File: config.mk
export PLATFORM = sky130hd
export DESIGN_NAME = reg_wb_arbiter
export DESIGN_NICKNAME = d
export VERILOG_FILES = /design/src/rtl/reg_wb_arbiter.sv
export SDC_FILE = /design/constraint.sdc
export NUM_CORES = 1
export LEC_CHECK = 0
export CORE_MARGIN = 2
export CORE_UTILIZATION = 51
export CTS_BUF_LIST = sky130_fd_sc_hd__clkbuf_8 sky130_fd_sc_hd__clkbuf_16
export DETAILED_ROUTE_END_ITERATION = 10
export GPL_TIMING_DRIVEN = 0
export PLACE_DENSITY = 0.87
export SKIP_CTS_REPAIR_TIMING = 1
export SLEW_MARGIN = 20
export SYNTH_ARGS = -nofsm -noshare
export SYNTH_HDL_FRONTEND = slang
export SYNTH_SLANG_ARGS = --single-unit
File: constraint.sdc
create_clock -name clk -period 6.2 [get_ports clk]
set_clock_uncertainty 0.2 [all_clocks]
set_input_delay 0.62 -clock clk [delete_from_list [all_inputs] [get_ports clk]]
set_output_delay 0.62 -clock clk [all_outputs]
set_load 0.005 [all_outputs]
File: src/rtl/reg_wb_arbiter.sv
// Writeback arbiter: grants one of two writeback requesters onto a registered
// register-file write port and tracks pending destination registers.
// Define WB_ARB_RR_EN for round-robin contention; otherwise b has fixed priority.
module reg_wb_arbiter (
  input  logic        clk,
  input  logic        rst,
  input  logic        a_valid,
  input  logic [4:0]  a_addr,
  input  logic [31:0] a_data,
  output logic        a_ready,
  input  logic        b_valid,
  input  logic [4:0]  b_addr,
  input  logic [31:0] b_data,
  output logic        b_ready,
  output logic        write_reg_enable,
  output logic [4:0]  rd_addr,
  output logic [31:0] rd_write_data,
  input  logic        mark_valid,
  input  logic [4:0]  mark_addr,
  input  logic [4:0]  rs1_addr,
  input  logic [4:0]  rs2_addr,
  output logic        rs1_busy,
  output logic        rs2_busy
);

  logic        contend_a;
  logic        xfer;
  logic        xfer_wr;
  logic [4:0]  xfer_addr;
  logic [31:0] xfer_data;
  logic [31:0] busy;
  logic [31:0] busy_next;

`ifdef WB_ARB_RR_EN
  typedef enum logic {PREF_B = 1'b0, PREF_A = 1'b1} pref_t;
  pref_t pref;
  pref_t pref_next;

  always_ff @(posedge clk or posedge rst) begin
    if (rst) pref <= PREF_B;
    else     pref <= pref_next;
  end

  always_comb begin
    pref_next = pref;
    if (a_valid && b_valid)
      pref_next = (pref == PREF_B) ? PREF_A : PREF_B;
  end

  assign contend_a = (pref == PREF_A);
`else
  assign contend_a = 1'b0;
`endif

  always_comb begin
    a_ready = 1'b0;
    b_ready = 1'b0;
    if (!rst) begin
      if (a_valid && (!b_valid || contend_a)) a_ready = 1'b1;
      else if (b_valid)                       b_ready = 1'b1;
    end
  end

  assign xfer      = a_ready | b_ready;
  assign xfer_addr = a_ready ? a_addr : b_addr;
  assign xfer_data = a_ready ? a_data : b_data;
  assign xfer_wr   = xfer && (xfer_addr != '0);

  always_ff @(posedge clk or posedge rst) begin
    if (rst) begin
      write_reg_enable <= 1'b0;
      rd_addr          <= '0;
      rd_write_data    <= '0;
    end else begin
      write_reg_enable <= xfer_wr;
      if (xfer_wr) begin
        rd_addr       <= xfer_addr;
        rd_write_data <= xfer_data;
      end
    end
  end

  // Set is applied after clear so a fresh reservation survives a same-edge retire.
  always_comb begin
    busy_next = busy;
    if (xfer_wr) busy_next[xfer_addr] = 1'b0;
    if (mark_valid && (mark_addr != '0)) busy_next[mark_addr] = 1'b1;
    busy_next[0] = 1'b0;
  end

  always_ff @(posedge clk or posedge rst) begin
    if (rst) busy <= '0;
    else     busy <= busy_next;
  end

  assign rs1_busy = busy[rs1_addr];
  assign rs2_busy = busy[rs2_addr];

endmodule

Word level (Yosys, flattened, before mapping)
Cells that the tools add are included.
{ "word_totals": {"wordCells": 39, "regBits": 69, "out_inout_bits": 42, "inputBits": 94} }
{ "classes": {"magnitude_cmp": 6, "bitwise": 4, "reduce_logical": 8, "mux": 17} }
{ "ops": {"columns": ["op", "n"], "rows": [
  ["32-bit two-way mux", 3],
  ["32-bit bitwise AND", 1],
  ["32-bit inverter", 1],
  ["32-bit bitwise OR", 1],
  ["5-bit by 6-bit less-than comparator with 1-bit output, second input constant", 4],
  ["1-bit binary-select mux with 5-bit select", 2],
  ["1-bit demux with 5-bit select", 2],
  ["5-bit by 1-bit greater-or-equal comparator with 1-bit output, second input constant", 2],
  ["5-bit nonzero test", 2],
  ["1-bit two-way mux", 9],
  ["1-bit logical AND", 5],
  ["5-bit two-way mux", 1],
  ["1-bit zero test", 1],
  ["1-bit bitwise OR", 1]
]} }

Longest topological paths before layout
{ "logic_depth": {"word_depth": 14, "mapped_depth": 7, "mapped_depth_nobuf": 4} }

Worst setup path before layout
No wires, ideal clock.
{ "synth_path": {"kind": "input port to output port", "startpoint": "input rs1_addr[0]", "endpoint": "output rs1_busy", "required_ps": 5380, "setup_slack_ps": 3642, "path_stages": 5, "arrival_time_ps": 1738, "path_buffers": 1, "cell_sequence": "clkbuf_1 > mux4_2 > nand2b_1 > o211ai_1 > nand4_1"} }
{ "synth_via": {"elab_chain_len": 2} }
{ "synth_lines": {"columns": ["element", "line", "text"], "rows": [
  ["from (decl)", "20", "input logic [4:0] rs1_addr,"],
  ["1-bit binary-select mux with 5-bit select", "96", "assign rs1_busy = busy[rs1_addr];"],
  ["1-bit two-way mux (not written as such)", "96", null],
  ["to (decl)", "22", "output logic rs1_busy,"]
]} }
Every way passes these cells. The select of a mux whose other input is x is not followed.

Final worst setup path
{ "layout_path": {"startpoint": "input rs1_addr[2]", "endpoint": "output rs1_busy"} }
Same word-level chain as after synthesis.

==> qor_table.md <==
| Stage | Quantity | Reported |
| --- | --- | --- |
| worst setup path | Nature of the critical path startpoint | input port |
| cts | Reg clk slew, reported paths | 0.07 ns |
| detailed routing | Detailed-route via count | 3778 |
| pwr | Register share of total power | 45.3% |
| worst setup path | Combined buffer and inverter count along the critical path | 3 |
| cts | H-tree depth | 3 |
| cts | Clock latency on the worst-skew pair | 0.34 ns |
| die | Effective utilization at floorplan | 52.1% |
| worst setup path | Largest fanout on the critical path | 10 |
| worst setup path | Length in cells of the worst reg-to-reg path | 1 |
| final layout | Synth-to-Final Area Change | 36.1% |
| timing | Portion of the clock cycle consumed by the worst path in the final layout | 54.2% |
| detailed routing | Number of design-rule violations left by the first detailed-router iteration | 331 |
| synthesis | Cell taking the most area after synthesis | sky130_fd_sc_hd__dfrtp_1 |
| timing | Final number of hold-violating endpoints | 0 |
| worst setup path | Setup slack, reg-to-reg | 5.20 ns |
| timing | Highest achievable clock rate | 298 MHz |
| outcome | Status | finished clean |
| pwr | Fraction of power consumed by the clock network | 24.1% |
| place | Number of placed instances with taps included | 605 |
| grt | Vias in the first global route | 3854 |
| pwr | Internal | 957 uW |
| detailed routing | Via density | 6.10 |
| final layout | Nets | 605 |
| cts | Count of clock tree sinks | 69 |
| pwr | Worst vdd ir | 0.140 mV |
| pwr | Share of total power consumed by net switching | 29.7% |
| grt | Antenna violations before repair | 0 |
| timing | Setup_tns | 0 ns |
| detailed routing | Drt pass-1 iters | 5 |
| grt | Pin count of the biggest net entering global routing | 38 |
| timing | Time the worst path needs with I/O delays and setup | 3.36 ns |
| synthesis | Library cells used by synthesis | 39 |
| place | Post-detailed-placement half-perimeter wirelength | 9.15 mm |
| final layout | Number of diodes | 0 |
| detailed routing | DRC violation count after routing | 0 |
| die | Core Area | 8130 sq um |
| pwr | Pwr/cell area | 236 nW/um^2 |
| cts | Buffer cell driving the clock tree root | sky130_fd_sc_hd__clkbuf_8 |
| worst setup path | Slowest CP cell | sky130_fd_sc_hd__clkdlybuf4s50_1 |
| synthesis | Fraction of the mapped netlist area in adder cells | 0% |
| synthesis | Post-synthesis simple-gate area fraction | 12.7% |
| synthesis | Largest cells by area after synthesis | sky130_fd_sc_hd__dfrtp_1 41%, sky130_fd_sc_hd__mux2_2 20%, sky130_fd_sc_hd__mux2i_1 6.4%, sky130_fd_sc_hd__nand3_1 3.3%, sky130_fd_sc_hd__mux4_2 3.2% |
| synthesis | Number of synthesized flops with an enable pin | 0 |
| timing | Setup repair after global routing missed its margin | no |
| final layout | Final-layout fill cell count | 579 |
| timing | Relative max-transition margin | 36.5% |
| worst setup path | CP most frequent cell | sky130_fd_sc_hd__clkdlybuf4s50_1 |
| worst setup path | Critical path endpoint category | output port |
| timing | Final count of negative-setup-slack endpoints | 0 |
| synthesis | Post-synth top area share | 40.7% |
| pwr | Net switching power figure | 404 uW |
| place | GPL Wtd Cong | 0.931 |
| worst setup path | Req. time, crit path | 5.38 ns |
| final layout | Number of cells in the finished layout apart from fillers | 619 |
| synthesis | Leading register cell type out of synthesis | sky130_fd_sc_hd__dfrtp_1 |
| die | I/O pins | 136 |
| synthesis | Cell types with the highest counts after synthesis | 76 x sky130_fd_sc_hd__mux2_2, 69 x sky130_fd_sc_hd__dfrtp_1, 28 x sky130_fd_sc_hd__nand3_1 |
| place | Post-DP Area | 5610 sq um |
| die | Die Span Y | 95.2 um |
| die | Chip width | 95.2 um |
| synthesis | Main combinational cell family by area after synthesis | multiplexers |
| worst setup path | Crit-path max cell delay | 0.53 ns |
| synthesis | Netlist area before placement | 4240 sq um |
| synthesis | Number of synthesized register bits | 69 |
| synthesis | Proportion of synthesized area in mux cells | 30.4% |
| pwr | Relative contribution of combinational cells to total power | 30.6% |
| synthesis | Instance count of the mapped netlist | 378 |
| die | Num rows | 33 |
| detailed routing | Post-Route WL | 12.5 mm |
| worst setup path | Crit Reg-Reg Startpoint | rd_write_data[2] |
| cts | CTS tree | built |
| cts | Max Buffers Root-to-Sink | 2 |
| grt | Wire length of the first global-routing pass | 19.7 mm |
| flow run | Max-cap viol count | 0 |
| synthesis | Async set or reset register ratio after synthesis | 100% |
| pwr | Static leakage | 2.25 nW |
| worst setup path | Launching element of the worst setup path | rs1_addr[2] |
| die | Full die area | 9060 sq um |
| worst setup path | Kind of critical path | input port to output port |
| final layout | Fraction of layout cells with a size suffix above 1 | 23.0% |
| detailed routing | Routed WL per cell | 20.1 um |
| detailed routing | Antenna Nets Post-Route | 0 |
| worst setup path | CP delay by family, top | buffers and inverters |
| final layout | Design area | 5770 sq um |
| synthesis | Average size of a mapped cell | 11.2 sq um |
| synthesis | Post-synthesis sequential area ratio | 40.7% |
| synthesis | Complex-gate fraction of the synthesized area | 11.7% |
| synthesis | Net count after synthesis | 472 |
| synthesis | Dominant cell by count in the synthesized netlist | sky130_fd_sc_hd__mux2_2 |
| timing | Worst Hold Slack | 0.128 ns |
| synthesis | YS warnings | 0 |
| worst setup path | WP data arrival | 2.54 ns |
| cts | Clock buffers created by TritonCTS | 9 |
| worst setup path | Endpoint of the worst-slack reg-to-reg timing path | rd_write_data[2] |
| timing | Final number of max-transition violations | 0 |
| timing | Actual slew at the worst max-slew pin | 0.952 ns |
| grt | Total overflow reported by the global router | 0 |
| worst setup path | Chain of cells forming the critical path | clkdlybuf4s50_1 -> buf_2 -> mux2i_1 -> a22oi_1 -> nand3_1 -> nand4_1 -> clkdlybuf4s50_1 |
| synthesis | Xor and xnor fraction of the mapped netlist area | 0% |
| hold path | Class of the most critical hold timing path | input port to asynchronous set/reset pin |
| place | Number of buffers added on ports | 121 |
| grt | Overall track demand over capacity in global routing | 28.8% |
worst max-delay path by stage:
stage	endpoint	cells after the start
4_1_cts	rs1_busy	7
6_report	rs1_busy	7
2_1_floorplan	busy[10]	2
3_3_place_gp	rd_write_data[29]	2
3_5_place_dp	rs1_busy	7
5_1_grt	rs1_busy	7
layout by cell type, fill, tap and decap left out, drive strengths merged:
master	count
a211oi	2
a21o	4
a21oi	8
a22o	2
a22oi	4
a31oi	1
a32o	2
buf	16
clkbuf	25
clkdlybuf4s50	121
clkinv	2
dfrtp	69
inv	6
mux2	76
mux2i	29
mux4	6
nand2	12
nand2b	7
nand3	28
nand3b	10
nand4	3
nand4b	2
nor2	8
nor2b	7
nor3	5
nor3b	8
nor4	2
o2111ai	2
o211ai	2
o21ai	12
o21bai	1
o2bb2ai	14
o31ai	15
or3	2
or3b	1
power by group through the flow:
| stage | sequential [mW] | combinational, mW | clock (mW) |
|---|---|---|---|
| finish | 0.617 | 0.417 | 0.328 |
| global route | 0.627 | 0.450 | 0.344 |
| CTS | 0.615 | 0.416 | 0.330 |
| detailed placement | 0.621 | 0.410 | 0 |
| global placement | 0.614 | 0.399 | 0 |
| floorplan | 0.599 | 0.218 | 0 |
metal layers:
layer	vias up	GRT usage (%)	share of wire, %
met5	-	0	0
met4	0	11.2	2.2
met3	24	7.67	8.8
met2	225	48.8	50
met1	1832	35.0	39
li1	1697	-	-
registers in the layout, indices dropped and copies added, names as in the netlist:
register,cells
busy,31
rd_addr,5
rd_write_data,32
write_reg_enable,1
layout make-up:
type | instances | area (sq um) | area share, %
Buffer | 29 | 173 | 2.99
Clock buffer | 11 | 151 | 2.62
Clock inverter | 3 | 13.8 | 0.238
Inverter | 5 | 21.3 | 0.369
Multi-Input combinational cell | 275 | 2320 | 40.3
Sequential cell | 69 | 1730 | 29.9
Tap cell | 105 | 131 | 2.28
Timing Repair Buffer | 122 | 1230 | 21.3
per-stage QoR:
stage	setup slack, ns	total power [mW]	utilization (%)
2_1_floorplan	3.48	0.817	-
3_3_place_gp	2.71	1.01	68.7
3_5_place_dp	2.87	1.03	68.9
4_1_cts	2.86	1.36	71.0
5_1_grt	2.74	1.42	71.0
6_report	2.84	1.36	71.0
cell families (layout without fill, tap and decap cells):
family / after synthesis / count (layout)
mux: 111 / 111
simple gates: 95 / 95
compound gates: 69 / 69
buf+inv: 34 / 170
flops: 69 / 69
(Power assumes the default switching activity.)
